**src/rtl/stack_pkg.sv**
```systemverilog
// Shared encodings for the nibble stack controller: FSM states, request
// types and the default stack capacity.
package stack_pkg;

    localparam int DEPTH_MAX_DEF = 256;

    typedef enum logic [2:0] {
        S_IDLE,
        S_DEC,
        S_WR,
        S_RD,
        S_INC,
        S_FIN
    } state_t;

    typedef enum logic [1:0] {
        OP_PUSH,
        OP_POP,
        OP_CALL,
        OP_RET
    } op_t;

    // Nibbles moved by one request: CALL/RET move a full 8-bit address.
    function automatic logic [9:0] op_nibs(input op_t op);
        return (op == OP_CALL || op == OP_RET) ? 10'd2 : 10'd1;
    endfunction

    function automatic logic op_is_write(input op_t op);
        return (op == OP_PUSH || op == OP_CALL);
    endfunction

endpackage

```
**src/rtl/stack_ctrl.sv**
```systemverilog
// Nibble stack controller: sequences SP strobes and STOREBUS transfers for
// PUSH/POP/CALL/RET, tracks stack depth and sticky overflow/underflow flags.
module stack_ctrl
    import stack_pkg::*;
#(
    parameter int DEPTH_MAX = DEPTH_MAX_DEF
) (
    input  logic       CLK,
    input  logic       RST,
    input  logic       PUSH_REQ,
    input  logic       POP_REQ,
    input  logic       CALL_REQ,
    input  logic       RET_REQ,
    input  logic [3:0] DATA_IN,
    input  logic [7:0] PC_IN,
    input  logic [3:0] STORE_IN,
    input  logic       ERR_CLR,
    output logic [3:0] STORE_OUT,
    output logic       STORE_OE,
    output logic       nSK_EN,
    output logic       SP_D_nU,
    output logic       SPC,
    output logic       BUSY,
    output logic       DONE,
    output logic [3:0] DATA_OUT,
    output logic [7:0] RET_ADDR,
    output logic [8:0] DEPTH,
    output logic       OVF,
    output logic       UNF
);

    localparam logic [9:0] DMAX = 10'(DEPTH_MAX);

    state_t     state_q, state_d;
    op_t        op_q, op_d;
    logic       nib_q, nib_d;
    logic [8:0] depth_q, depth_d;
    logic       ovf_q, ovf_d;
    logic       unf_q, unf_d;
    logic [3:0] dout_q, dout_d;
    logic [7:0] raddr_q, raddr_d;
    logic [3:0] wdat_q, wdat_d;
    logic [7:0] pc_q, pc_d;
    logic       dnu_q, dnu_d;

    logic       req_vld;
    op_t        req_op;
    logic       ovf_set, unf_set;
    logic [3:0] wr_nib;

    always_ff @(posedge CLK) begin
        if (!RST) begin
            state_q <= S_IDLE;
            op_q    <= OP_PUSH;
            nib_q   <= 1'b0;
            depth_q <= '0;
            ovf_q   <= 1'b0;
            unf_q   <= 1'b0;
            dout_q  <= '0;
            raddr_q <= '0;
            wdat_q  <= '0;
            pc_q    <= '0;
            dnu_q   <= 1'b0;
        end else begin
            state_q <= state_d;
            op_q    <= op_d;
            nib_q   <= nib_d;
            depth_q <= depth_d;
            ovf_q   <= ovf_d;
            unf_q   <= unf_d;
            dout_q  <= dout_d;
            raddr_q <= raddr_d;
            wdat_q  <= wdat_d;
            pc_q    <= pc_d;
            dnu_q   <= dnu_d;
        end
    end

    always_comb begin
        state_d   = state_q;
        op_d      = op_q;
        nib_d     = nib_q;
        depth_d   = depth_q;
        dout_d    = dout_q;
        raddr_d   = raddr_q;
        wdat_d    = wdat_q;
        pc_d      = pc_q;
        ovf_set   = 1'b0;
        unf_set   = 1'b0;
        req_vld   = 1'b1;
        req_op    = OP_PUSH;
        SPC       = 1'b0;
        nSK_EN    = 1'b1;
        STORE_OE  = 1'b0;
        STORE_OUT = 4'h0;
        SP_D_nU   = dnu_q;

        if (CALL_REQ)      req_op = OP_CALL;
        else if (RET_REQ)  req_op = OP_RET;
        else if (PUSH_REQ) req_op = OP_PUSH;
        else if (POP_REQ)  req_op = OP_POP;
        else               req_vld = 1'b0;

        // CALL sends the high address nibble first so RET pops the low one first.
        wr_nib = (op_q == OP_CALL) ? (nib_q ? pc_q[3:0] : pc_q[7:4]) : wdat_q;

        case (state_q)
            S_IDLE: begin
                if (req_vld) begin
                    op_d   = req_op;
                    nib_d  = 1'b0;
                    wdat_d = DATA_IN;
                    pc_d   = PC_IN;
                    if (op_is_write(req_op)) begin
                        if ({1'b0, depth_q} + op_nibs(req_op) > DMAX) begin
                            ovf_set = 1'b1;
                            state_d = S_FIN;
                        end else begin
                            state_d = S_DEC;
                        end
                    end else begin
                        if ({1'b0, depth_q} < op_nibs(req_op)) begin
                            unf_set = 1'b1;
                            state_d = S_FIN;
                        end else begin
                            state_d = S_RD;
                        end
                    end
                end
            end
            S_DEC: begin
                SPC     = 1'b1;
                SP_D_nU = 1'b1;
                state_d = S_WR;
            end
            S_WR: begin
                nSK_EN    = 1'b0;
                SP_D_nU   = 1'b1;
                STORE_OE  = 1'b1;
                STORE_OUT = wr_nib;
                depth_d   = depth_q + 9'd1;
                if (op_q == OP_CALL && !nib_q) begin
                    nib_d   = 1'b1;
                    state_d = S_DEC;
                end else begin
                    state_d = S_FIN;
                end
            end
            S_RD: begin
                nSK_EN  = 1'b0;
                SP_D_nU = 1'b0;
                if (op_q == OP_RET) begin
                    if (nib_q) raddr_d[7:4] = STORE_IN;
                    else       raddr_d[3:0] = STORE_IN;
                end else begin
                    dout_d = STORE_IN;
                end
                state_d = S_INC;
            end
            S_INC: begin
                SPC     = 1'b1;
                SP_D_nU = 1'b0;
                depth_d = depth_q - 9'd1;
                if (op_q == OP_RET && !nib_q) begin
                    nib_d   = 1'b1;
                    state_d = S_RD;
                end else begin
                    state_d = S_FIN;
                end
            end
            S_FIN: begin
                nib_d   = 1'b0;
                state_d = S_IDLE;
            end
            default: state_d = S_IDLE;
        endcase

        dnu_d = SP_D_nU;
        // A new error on the same edge as ERR_CLR keeps its flag set.
        ovf_d = ovf_set | (ovf_q & ~ERR_CLR);
        unf_d = unf_set | (unf_q & ~ERR_CLR);
    end

    assign BUSY     = (state_q != S_IDLE);
    assign DONE     = (state_q == S_FIN);
    assign DEPTH    = depth_q;
    assign OVF      = ovf_q;
    assign UNF      = unf_q;
    assign DATA_OUT = dout_q;
    assign RET_ADDR = raddr_q;

endmodule

```
**config.mk**
```make
export PLATFORM = sky130hd
export DESIGN_NAME = stack_ctrl
export DESIGN_NICKNAME = d
export VERILOG_FILES = /design/src/rtl/stack_pkg.sv /design/src/rtl/stack_ctrl.sv
export SDC_FILE = /design/constraint.sdc
export NUM_CORES = 1
export LEC_CHECK = 0
export BUFFER_PORTS_ARGS = -buffer_cell sky130_fd_sc_hd__buf_4
export CELL_PAD_IN_SITES_DETAIL_PLACEMENT = 1
export CELL_PAD_IN_SITES_GLOBAL_PLACEMENT = 2
export CORE_ASPECT_RATIO = 0.5
export CORE_MARGIN = 5
export CORE_UTILIZATION = 33
export DETAILED_ROUTE_END_ITERATION = 16
export MAX_ROUTING_LAYER = met4
export PLACE_DENSITY_LB_ADDON = 0.1
export SLEW_MARGIN = 20
export SYNTH_ARGS = -nofsm -noshare
export SYNTH_HDL_FRONTEND = slang
export SYNTH_SLANG_ARGS = --single-unit
```
**constraint.sdc**
```tcl
create_clock -name CLK -period 4.7 [get_ports CLK]
set_input_delay 0.94 -clock CLK [delete_from_list [all_inputs] [get_ports CLK]]
set_output_delay 0.94 -clock CLK [all_outputs]
set_load 0.02 [all_outputs]
```
# Word-level counts from Yosys, hierarchy flattened

Cells that the tools add are included.

Register bits: 42
Bits of input ports: 23

Add/subtract/negate cells: 3
Magnitude comparators: 2
Equal/unequal tests: 12
Mux-type cells: 36
Bitwise operators: 7
Reductions and logical operators: 19

Operators by type and width:

| kind                | count |
|---|---|
| $mux 1              | 20 |
| $mux 3              | 6 |
| $pmux 9 s2          | 1 |
| $pmux 3 s5          | 1 |
| $mux 4              | 3 |
| $add 9x10->10       | 1 |
| $gt 10x9->1 const B | 1 |
| $add 9x1->9 const B | 1 |
| $lt 9x2->1          | 1 |
| $sub 9x1->9 const B | 1 |
| $eq 2x2->1 const B  | 4 |
| $reduce_or 2->1     | 4 |
| $eq 3x2->1 const B  | 2 |
| $eq 3x3->1 const B  | 2 |
| $mux 2              | 3 |
| $ne 2x2->1 const B  | 3 |
| $reduce_and 3->1    | 2 |
| $pmux 1 s4          | 1 |
| $reduce_and 2->1    | 2 |
| $reduce_and 4->1    | 1 |
| $reduce_bool 4->1   | 1 |
| $eq 3x1->1 const B  | 1 |
| $logic_not 3->1     | 1 |
| $not 1->1           | 3 |
| other kinds (9)     | 13 |

# Logic depth before layout (Yosys ltp)

Gate-level depths: netlist of run 1.

Depth in word-level cells: 14
Mapped depth: 10
Gate-level depth less buffers: 9

# Worst setup path before layout of run 1

Ideal clock, no wire load.

Kind: input -> register
Start: input port CALL_REQ
End: register state_q[2]
Setup time: 0.127 ns
Arrival: 2.582 ns
Data required time: 4.573 ns
Setup slack: 1.992 ns
Cell stages on the path: 8
Cells stage by stage: nor2_1 -> inv_1 -> nor2_1 -> fa_1 -> o31a_1 -> o21a_1 -> o31ai_2 -> o21ai_1

Longest elaborated chain between the ends: 10
Elaborated cells between the ends (all ways): 17
Those cells by class: add/sub (1); order compare (2); eq/ne (3); mux (8); reduce/logical (3)

Ends and longest elaborated chain:

| what                                 | line                             | RTL |
|---|---|---|
| from (decl)                          | stack_ctrl.sv:12                 | `input logic CALL_REQ,` |
| $mux 2 *                             | stack_ctrl.sv:98                 | `if (CALL_REQ) req_op = OP_CALL;` |
| via req_op[1]                        | stack_ctrl.sv:47                 | `op_t req_op;` |
| $eq 2x2->1, on equally long branches | stack_pkg.sv:25, stack_pkg.sv:29 |  |
| $logic_or 1x1->1                     | stack_pkg.sv:25                  | `return (op == OP_CALL \|\| op == OP_RET) ? 10'd2 : 10'd1;` |
| $mux 2                               | stack_pkg.sv:25                  |  |
| $add 9x10->10                        | stack_ctrl.sv:115                | `if ({1'b0, depth_q} + op_nibs(req_op) > DMAX) begin` |
| $gt 10x9->1                          | stack_ctrl.sv:115                |  |
| $mux 3                               | stack_ctrl.sv:115                |  |
| $mux 3 *                             | stack_ctrl.sv:114                | `if (op_is_write(req_op)) begin` |
| $mux 3 *                             | stack_ctrl.sv:109                | `if (req_vld) begin` |
| $pmux 3 s5 *                         | stack_ctrl.sv:107                | `case (state_q)` |
| to (signal assigned)                 | stack_ctrl.sv:65                 | `state_q <= state_d;` |
| to (decl)                            | stack_ctrl.sv:34                 | `state_t state_q, state_d;` |

The timed path passes the listed nets; every way through them passes the cells marked *. The select of a mux whose other input is x is not followed.
A chain may end at the register's enable or synchronous reset.

# Final worst setup path of run 1

Start: register op_q[1]
End: output port STORE_OUT[3]

Longest elaborated chain between the ends: 3

Ends and longest elaborated chain:

| what                   | line              | RTL |
|---|---|---|
| from (decl)            | stack_ctrl.sv:35  | `op_t op_q, op_d;` |
| from (signal assigned) | stack_ctrl.sv:66  | `op_q <= op_d;` |
| $eq 2x2->1             | stack_ctrl.sv:105 | `wr_nib = (op_q == OP_CALL) ? (nib_q ? pc_q[3:0] : pc_q[7:4]) : wdat_q;` |
| $mux 4                 | stack_ctrl.sv:105 |  |
| $mux 4                 | stack_ctrl.sv:107 |  |
| to (decl)              | stack_ctrl.sv:18  | `output logic [3:0] STORE_OUT,` |

Every way passes these cells.

==> flow_metrics.py, run 1 <==
metrics = {
    "synth": {
        "synth_edf_count": 0,
        "ys_seq_area_share_pct": 35.3,
        "synth_cell_types": 51,
        "async_flop_share_pct": 0,
        "syn_inst": 284,
        "synth.avg_cell_area_um2": 8.39,
        "ys.flop_type": "dfxtp_1",
        "yosys_warnings": 0,
        "syn_nets": 318,
        "synth-seq-cells": 42,
        "syn_area_um2": 2380,
    },
    "worst_hold_path": {
        "hold_class": "reg2reg",
    },
    "floorplan": {
        "die_w_um": 130,
        "die_y_um": 70.1,
        "start_util_pct": 34.8,
        "dieArea_um2": 9130,
        "num_rows": 21,
        "coreArea_um2": 6860,
        "num_io_pins": 56,
    },
    "final_layout": {
        "fin_nets": 366,
        "design_area_um2": 3020,
        "syn_to_final_growth_pct": 26.9,
        "diodes": 0,
        "layout-drive-gt1-share_pct": 21.4,
        "multi_input_area_um2": 1450,
        "stdcell_count": 424,
        "register_area_um2": 841,
        "fill_cells": 813,
    },
    "sta": {
        "fin_crit_sh_pct": 59.0,
        "fin_ws_ns": 1.93,
        "rsz0062_at_grt": "no",
        "final-setup-viol-count": 0,
        "finalMaxSlewViolations": 0,
        "tightest_slew_ns": 0.674,
        "relSlewSlack_pct": 55.0,
        "skew_ns": 0.00382,
        "finalHoldViolCount": 0,
        "min_period_ns": 2.77,
        "fmax_mhz": 361,
        "setup_tns_ns": 0,
    },
    "detailed_routing": {
        "wire_per_inst_um": 15.4,
        "drc_errors": 0,
        "drtPass1Iterations": 4,
        "vias": 2156,
        "drtAntennaViolNets": 0,
        "drt_wl_total_um": 6520,
        "viasPerCell": 5.08,
        "drtIter0Drc": 36,
    },
    "global_route": {
        "grt_pass1_vias": 2259,
        "met1_usage_pct": 19.4,
        "grt_max_degree": 47,
        "grt-busiest-layer": "met2",
        "antenna_found_initial": 0,
        "grt_pass1_wl_um": 11000,
        "grt_util_all_layers_pct": 15.3,
        "use_met3_pct": 3.58,
        "grt_use_met2_pct": 24.7,
        "grt.overflow.total": 0,
    },
    "setup_path": {
        "path_class": "reg2out",
        "worstPathArrival_ns": 1.83,
        "required_ns": 3.76,
        "startpoint_type": "flop",
        "max_stage_delay_ns": 0.59,
        "critical_path.slowest_cell": "nor2b_1",
        "path_cells": "nor2b_1 -> nor2_1 -> a211oi_1 -> buf_4",
        "end_kind": "output pin",
        "crit_fanout": 10,
    },
    "clock_network": {
        "cts_setup_buffers": 0,
        "cts_resized": 0,
        "root_buffer": "clkbuf_16",
        "cts.sink_count": 42,
        "clockBufferDepth": 2,
        "cts_tree": "yes",
        "cts_hold_buf": 0,
        "htree_levels": 2,
        "cts_buffers": 5,
        "path_clk_slew_ns": 0.06,
        "clk_latency_ns": 0.28,
    },
    "pwr": {
        "power.density_nw_per_um2": 523,
        "leakagePower_nw": 1.22,
        "ir_drop_mv": 0.181,
    },
    "placed_design": {
        "place.gp.congestion": 0.852,
        "portBuffers": 55,
        "placed_area_um2": 2850,
        "post-place-ws_ns": 1.66,
        "place_hpwl_um": 4870,
        "place_inst": 417,
    },
    "run": {
        "maxCapViolCount": 0,
    },
    "status": {
        "status": "completed",
    },
}
[per-stage QoR]
step,power (mW),hold WS (ns),utilization [%]
floorplan,0.979,0.443,-
global placement,1.18,0.451,41.6
detailed placement,1.19,0.461,41.6
CTS,1.61,0.469,44.0
global route,1.71,0.484,44.1
finish,1.58,0.466,44.1
[placed cells by master (no fill, tap or decap), types with 3 or more instances in the layout]
cell,instances
a211oi_1,5
a21boi_0,18
a21oi_1,9
and2_1,4
buf_4,55
clkbuf_16,5
dfxtp_1,42
ha_1,9
inv_1,11
mux2i_1,15
nand2_1,46
nand2b_1,4
nand3_1,11
nand3b_1,3
nor2_1,17
nor2b_1,18
nor3_1,3
o21a_1,3
o21ai_0,3
o22ai_1,3
or3_1,3
xnor2_1,3
xor2_1,3
[power breakdown]
| part | switching, mW | total (mW) | internal [mW] | leakage [nW] |
|---|---|---|---|---|
| combinational | 0.399 | 0.669 | 0.270 | 0.799 |
| clock | 0.139 | 0.401 | 0.262 | 0.0829 |
| sequential | 0.0865 | 0.511 | 0.425 | 0.342 |
| total | 0.624 | 1.58 | 0.957 | 1.22 |
[path summary, 6_finish.rpt]
| kind | startpoint | to | slack [ns] | cells past startpoint |
|---|---|---|---|---|
| max | op_q[1] | STORE_OUT[3] | 1.93 | 4 |
| min | pc_q[5] | pc_q[5] | 0.47 | 2 |
| max reg2reg | state_q[1] | DEPTH[8] | 2.01 | 9 |
| min reg2reg | pc_q[5] | pc_q[5] | 0.47 | 2 |
[critical path, delay by kind of cell, from the launching register on]
family | cells | cell delay, ns
AO/OA/AOI/OAI | 1 | 0.26
buffers and inverters | 1 | 0.19
flip-flops | 1 | 0.42
AND/OR/NAND/NOR | 2 | 0.69
[state kept, by name (all words and copies together) (netlist names)]
| register | flops |
|---|---|
| UNF | 1 |
| wdat_q | 4 |
| op_q | 2 |
| DEPTH | 9 |
| OVF | 1 |
| dnu_q | 1 |
| DATA_OUT | 4 |
| state_q | 3 |
| RET_ADDR | 8 |
| nib_q | 1 |
| pc_q | 8 |
[cell type report]
cell class	count	area share, %
timing repair buffer	55	13.7
tap	92	3.81
sequential	42	27.8
clock inverter	1	0.993
clock buffer	6	4.59
inverter	11	1.37
multi-input combinational	217	47.8
[cell families (layout without fill, tap and decap cells)]
group	count (synthesis)	in the layout	synth area share [%]
AOI/OAI and AO/OA	65	65	20.3
xor gates and xnor gates	6	6	2.21
adders and majority gates	11	11	6.40
buffers and inverters	25	73	4.25
DFF	42	42	35.3
muxes	15	15	6.30
and+or+nand+nor	120	120	25.3
[cells in the mapped netlist (4+ instances only)]
| library cell | n | share of area, % |
|---|---|---|
| clkbuf_1 | 8 | 1.3 |
| and2_1 | 4 | 1.0 |
| nand2_1 | 46 | 7.2 |
| nand2b_1 | 4 | 1.0 |
| dfxtp_1 | 42 | 35 |
| mux2i_1 | 15 | 6.3 |
| buf_2 | 4 | 0.84 |
| a211oi_1 | 5 | 1.6 |
| a21oi_1 | 10 | 2.1 |
| a21boi_0 | 18 | 5.7 |
| inv_1 | 11 | 1.7 |
| nor2b_1 | 18 | 4.7 |
| nand3_1 | 11 | 2.3 |
| ha_1 | 9 | 4.7 |
| nor2_1 | 17 | 2.7 |
[metal layers]
metal | part of all wire (%) | vias up
li1 | - | 1098
met1 | 48 | 1019
met2 | 47 | 35
met3 | 4.1 | 4
met4 | 0.91 | 0
met5 | 0 | -
Note: power is estimated with default switching activity, not from simulation.
==> inputs of run 2 (changes only) <==
- ABC_AREA: not set -> 1
- CORE_UTILIZATION: 33 -> 28
- clock period: 4.7 -> 2.7 ns (I/O delays scaled with it)
==> flow_metrics.py, run 2 <==
metrics = {
    "status": {
        "status": "completed",
    },
    "setup_path": {
        "required_ns": 2.89,
        "path_class": "reg2reg",
        "startpoint_type": "flop",
        "r2r_cells": 14,
        "worstPathArrival_ns": 2.41,
        "rr_endpoint": "DEPTH[5]",
        "end_kind": "flop",
        "r2r-start": "state_q[1]",
        "r2r_slack_ns": 0.48,
        "crit_fanout": 6,
    },
    "placed_design": {
        "place.gp.congestion": 0.833,
        "place_inst": 513,
        "place_hpwl_um": 5510,
        "portBuffers": 55,
    },
    "pwr": {
        "power.density_nw_per_um2": 924,
        "ir_drop_mv": 0.319,
        "totalPowerFinal_mw": 2.80,
        "leakagePower_nw": 1.50,
    },
    "detailed_routing": {
        "viasPerCell": 4.55,
        "wire_per_inst_um": 13.5,
        "vias": 2368,
        "drtPass1Iterations": 4,
        "drtIter0Drc": 116,
        "drtAntennaViolNets": 0,
        "drt_wl_total_um": 7050,
        "drc_errors": 0,
    },
    "worst_hold_path": {
        "hold_path_depth": 3,
        "min_from": "DATA_IN[2]",
        "hold_class": "in2reg",
        "hold_end": "wdat_q[2]",
    },
    "final_layout": {
        "layout-drive-gt1-share_pct": 19.8,
        "post-route-util_pct": 37.5,
        "final_common_cell": "nor2_1",
        "fill_cells": 1051,
        "largest_reg_flops": 9,
        "syn_to_final_growth_pct": 28.6,
        "stdcell_count": 521,
        "fin_nets": 442,
        "final_cell_mix": "72 x nor2_1, 58 x nand2_1, 56 x buf_4",
        "diodes": 0,
    },
    "sta": {
        "relSlewSlack_pct": 75.3,
        "fin_crit_sh_pct": 82.4,
        "setup_tns_ns": 0,
        "fmax_mhz": 450,
        "min_period_ns": 2.22,
        "finalMaxSlewViolations": 0,
        "final-setup-viol-count": 0,
        "fin_hold_ws_ns": 0.472,
        "skew_ns": 0.00281,
        "rsz0062_at_grt": "no",
        "finalHoldViolCount": 0,
        "tightest_slew_ns": 0.370,
    },
    "clock_network": {
        "cts_setup_buffers": 0,
        "cts_tree": "yes",
        "root_buffer": "clkbuf_16",
        "htree_levels": 2,
        "clockBufferDepth": 2,
        "cts_resized": 0,
        "clk_latency_ns": 0.29,
        "cts.sink_count": 42,
        "cts_buffers": 5,
        "path_clk_slew_ns": 0.06,
        "cts_hold_buf": 0,
    },
    "floorplan": {
        "die_y_um": 74.9,
        "dieArea_um2": 10500,
        "die_w_um": 140,
        "coreArea_um2": 8090,
        "start_util_pct": 29.1,
        "num_rows": 23,
        "num_io_pins": 56,
    },
    "global_route": {
        "grt_max_degree": 36,
        "grt_pass1_wl_um": 11800,
        "grt_util_all_layers_pct": 14.5,
        "grt.overflow.total": 0,
        "grt_pass1_vias": 2436,
        "antenna_found_initial": 0,
    },
    "synth": {
        "yosys_warnings": 0,
        "synth-seq-cells": 42,
        "synth_cell_types": 31,
        "syn_inst": 351,
        "synth_top_area_share_pct": 35.7,
        "syn_area_um2": 2360,
        "ys_seq_area_share_pct": 35.7,
        "synthTopCellsByCount": "72 x nor2_1, 58 x nand2_1, 44 x inv_1",
        "synth.avg_cell_area_um2": 6.71,
        "ys.flop_type": "dfxtp_1",
        "async_flop_share_pct": 0,
        "syn_nets": 385,
        "synth_top_area_cell": "dfxtp_1",
        "synthMostInstantiatedCell": "nor2_1",
        "synth_area_leaders": "dfxtp_1 36%, nor2_1 11%, nand2_1 9.2%",
        "synth_edf_count": 0,
    },
    "run": {
        "maxCapViolCount": 0,
    },
}
[run 2: cell count changes after synthesis, sizes merged, moves of 4 or more]
| cell | change |
|---|---|
| inv | +39 |
| and2 | -4 |
| mux2i | -15 |
| a211oi | -5 |
| nor2 | +60 |
| nor2b | -18 |
| o21ai | +35 |
| a21oi | +17 |
| clkbuf | -7 |
| nand2 | +15 |
| a21boi | -18 |
[run 2: logic make-up (layout without fill, tap and decap cells)]
logic type,after synthesis,count (layout),synth area share (%)
buf+inv,56,114,9.35
compound gates,73,73,16.3
xor+xnor,4,4,1.49
fa+ha+maj,11,11,6.48
simple gates,165,165,30.7
flops,42,42,35.7
[run 2: area by class of cell]
| class | instances | area [um2] | area share, % |
|---|---|---|---|
| clock inverters | 3 | 21.3 | 0.702 |
| multi-input cells | 253 | 1290 | 42.7 |
| flip-flops and latches | 42 | 841 | 27.7 |
| clock buffers | 5 | 125 | 4.13 |
| repair buffers | 56 | 420 | 13.9 |
| well taps | 112 | 140 | 4.62 |
| inverters | 50 | 188 | 6.19 |
[run 2: how the worst max path moves through the flow]
stage	startpoint	to	slack [ns]	cells past startpoint
after global routing	state_q[1]	DEPTH[6]	0.24	13
after global placement	CALL_REQ	OVF	0.39	13
after floorplan	CALL_REQ	OVF	0.66	12
after detailed placement	CALL_REQ	OVF	0.25	13
final	state_q[1]	DEPTH[5]	0.48	14
after CTS	state_q[1]	DEPTH[5]	0.49	14
[run 2: through the flow]
step | area [um2] | setup WS [ns]
global placement | 2880 | 0.394
global route | 3030 | 0.245
finish | 3030 | 0.476
detailed placement | 2880 | 0.250
CTS | 3030 | 0.494
floorplan | 2360 | 0.655
[run 2: critical path: stages, from the launching register on]
cell	delay (ns)
dfxtp_1	0.49
nor2_4	0.09
nand2_2	0.16
inv_1	0.12
buf_4	0.19
ha_1	0.27
nand3_1	0.08
nand2_1	0.12
nand2_1	0.10
nand2_1	0.06
a21oi_1	0.16
or2_0	0.13
nand3_1	0.06
nand2_1	0.06
inv_1	0.03
[run 2: power by group]
part,switching [mW],internal [mW],total [mW]
sequential,0.169,0.765,0.933
clock,0.267,0.343,0.610
combinational,0.800,0.457,1.26
[run 2: per-layer routing]
metal  global-route usage [%]  vias to the layer above  share of wire (%)
li1                         -                     1235                  -
met1                     17.8                     1093                 50
met2                     25.3                       33                 45
met3                     3.17                        7                3.4
met4                     2.58                        0               0.68
met5                        -                        -                  0
==> inputs of run 3 (changes only) <==
- ABC_AREA: 1 -> 0
- clock period: 2.7 -> 1.85 ns (I/O delays scaled with it)
==> flow_metrics.py, run 3 (synthesis results as in run 1) <==
metrics = {
    "status": {
        "status": "finished with violations",
        "violations": "setup timing",
    },
    "global_route": {
        "grt_max_degree": 26,
        "grt_pass1_vias": 2543,
        "grt_util_all_layers_pct": 15.0,
        "grt_pass1_wl_um": 12300,
        "grt.overflow.total": 0,
        "antenna_found_initial": 0,
    },
    "placed_design": {
        "place.gp.congestion": 0.778,
        "portBuffers": 55,
        "place_hpwl_um": 5630,
    },
    "pwr": {
        "power.density_nw_per_um2": 1310,
        "leakagePower_nw": 1.52,
        "totalPowerFinal_mw": 4.77,
        "ir_drop_mv": 0.445,
    },
    "sta": {
        "min_period_ns": 1.92,
        "fin_crit_sh_pct": 104,
        "tightest_slew_ns": 0.439,
        "fmax_mhz": 521,
        "fin_hold_ws_ns": 0.336,
        "fin_ws_ns": -0.0683,
        "relSlewSlack_pct": 70.5,
        "finalMaxSlewViolations": 0,
        "final-setup-viol-count": 4,
        "skew_ns": 0.00476,
        "finalHoldViolCount": 0,
        "rsz0062_at_grt": "yes",
    },
    "detailed_routing": {
        "wire_per_inst_um": 15.1,
        "drtIter0Drc": 68,
        "drtAntennaViolNets": 0,
        "drtPass1Iterations": 4,
        "drt_wl_total_um": 7520,
        "drc_errors": 0,
        "viasPerCell": 4.79,
        "vias": 2387,
    },
    "clock_network": {
        "cts.sink_count": 42,
        "cts_buffers": 5,
        "clk_latency_ns": 0.29,
        "htree_levels": 2,
        "cts_hold_buf": 0,
        "cts_tree": "yes",
        "clockBufferDepth": 2,
        "path_clk_slew_ns": 0.07,
        "root_buffer": "clkbuf_16",
    },
    "floorplan": {
        "coreArea_um2": 8140,
        "num_io_pins": 56,
        "die_w_um": 140,
        "die_y_um": 75.2,
        "start_util_pct": 29.3,
        "num_rows": 23,
        "dieArea_um2": 10600,
    },
    "setup_path": {
        "worstPathArrival_ns": 2.15,
        "end_kind": "flop",
        "required_ns": 2.08,
        "crit_fanout": 7,
        "startpoint_type": "flop",
        "path_class": "reg2reg",
    },
    "worst_hold_path": {
        "hold_class": "in2reg",
    },
    "final_layout": {
        "fill_cells": 947,
        "final_common_cell": "buf_4",
        "layout-drive-gt1-share_pct": 41.5,
        "syn_to_final_growth_pct": 53.1,
        "final_cell_mix": "102 x buf_4, 43 x nand2_1, 36 x dfxtp_1",
        "diodes": 0,
        "fin_nets": 419,
        "largest_reg_flops": 9,
    },
    "run": {
        "maxCapViolCount": 0,
    },
}
## run 3: cell count changes in the layout (fill, tap and decap cells not counted), sizes merged, moves of 18 or more
cell | before | now
nor2b | 0 | 18
buf | 56 | 108
a21boi | 0 | 18
nor2 | 78 | 18
inv | 50 | 11
o21ai | 39 | 4
## run 3: stage by stage
step | worst slack [ns] | setup TNS [ns] | cell area, um2 | instances | util [%]
3_5_place_dp | -0.289 | -2.02 | 3270 | 482 | 40.1
2_1_floorplan | -0.120 | -0.366 | 2430 | 284 | -
4_1_cts | -0.127 | -0.216 | 3520 | 492 | 43.2
3_3_place_gp | -0.216 | -1.42 | 3270 | 482 | 40.1
5_1_grt | -0.128 | -0.604 | 3650 | 498 | 44.8
6_report | -0.0683 | -0.123 | 3650 | 498 | 44.8
## run 3: area by class of cell
class                   count  area, um2  share of cell area [%]
well taps                 112        140                    3.84
multi-input cells         217       1600                    43.9
repair buffers            108        846                    23.2
flip-flops and latches     42        853                    23.4
clock inverters             3       21.3                   0.583
inverters                  11       61.3                    1.68
clock buffers               5        125                    3.43
## run 3: worst paths after layout
check                           startpoint   endpoint  slack, ns  depth (start not counted)
worst min register to register     pc_q[1]    pc_q[1]       0.46                          2
worst min-delay path            DATA_IN[1]  wdat_q[1]       0.34                          3
worst max register to register  state_q[0]   DEPTH[8]      -0.07                          9
worst max-delay path            state_q[0]   DEPTH[8]      -0.07                          9
## run 3: metal layers
| metal | global-route usage [%] | share of wire [%] | wire length (um) |
|---|---|---|---|
| met2 | 26.2 | 49 | 3690 |
| met5 | - | 0 | 0 |
| met3 | 3.36 | 3.9 | 290 |
| met4 | 3.54 | 0.86 | 65 |
| met1 | 18.0 | 46 | 3480 |
## run 3: critical path, stage by stage, from the launching register on
cell and delay, ns:
dfxtp_2 0.33, nor2_4 0.13, nand2_4 0.09, inv_8 0.08, ha_4 0.19, nor2b_4 0.12, o21a_4 0.23, a311o_1 0.27
a221o_1 0.36, nand2_1 0.06
## run 3: timing repair
action                     in CTS  in global routing
setup endpoints to repair      13                 14
setup buffers                   2                  6
resized for setup              25                 26
cloned                          0                  0
pin swaps                      10                 11
## run 3: power breakdown
| part | leakage (nW) | internal, mW | switching (mW) |
|---|---|---|---|
| Clock | 0.0698 | 0.500 | 0.383 |
| Combinational | 1.10 | 1.27 | 1.37 |
| Sequential | 0.345 | 1.10 | 0.145 |
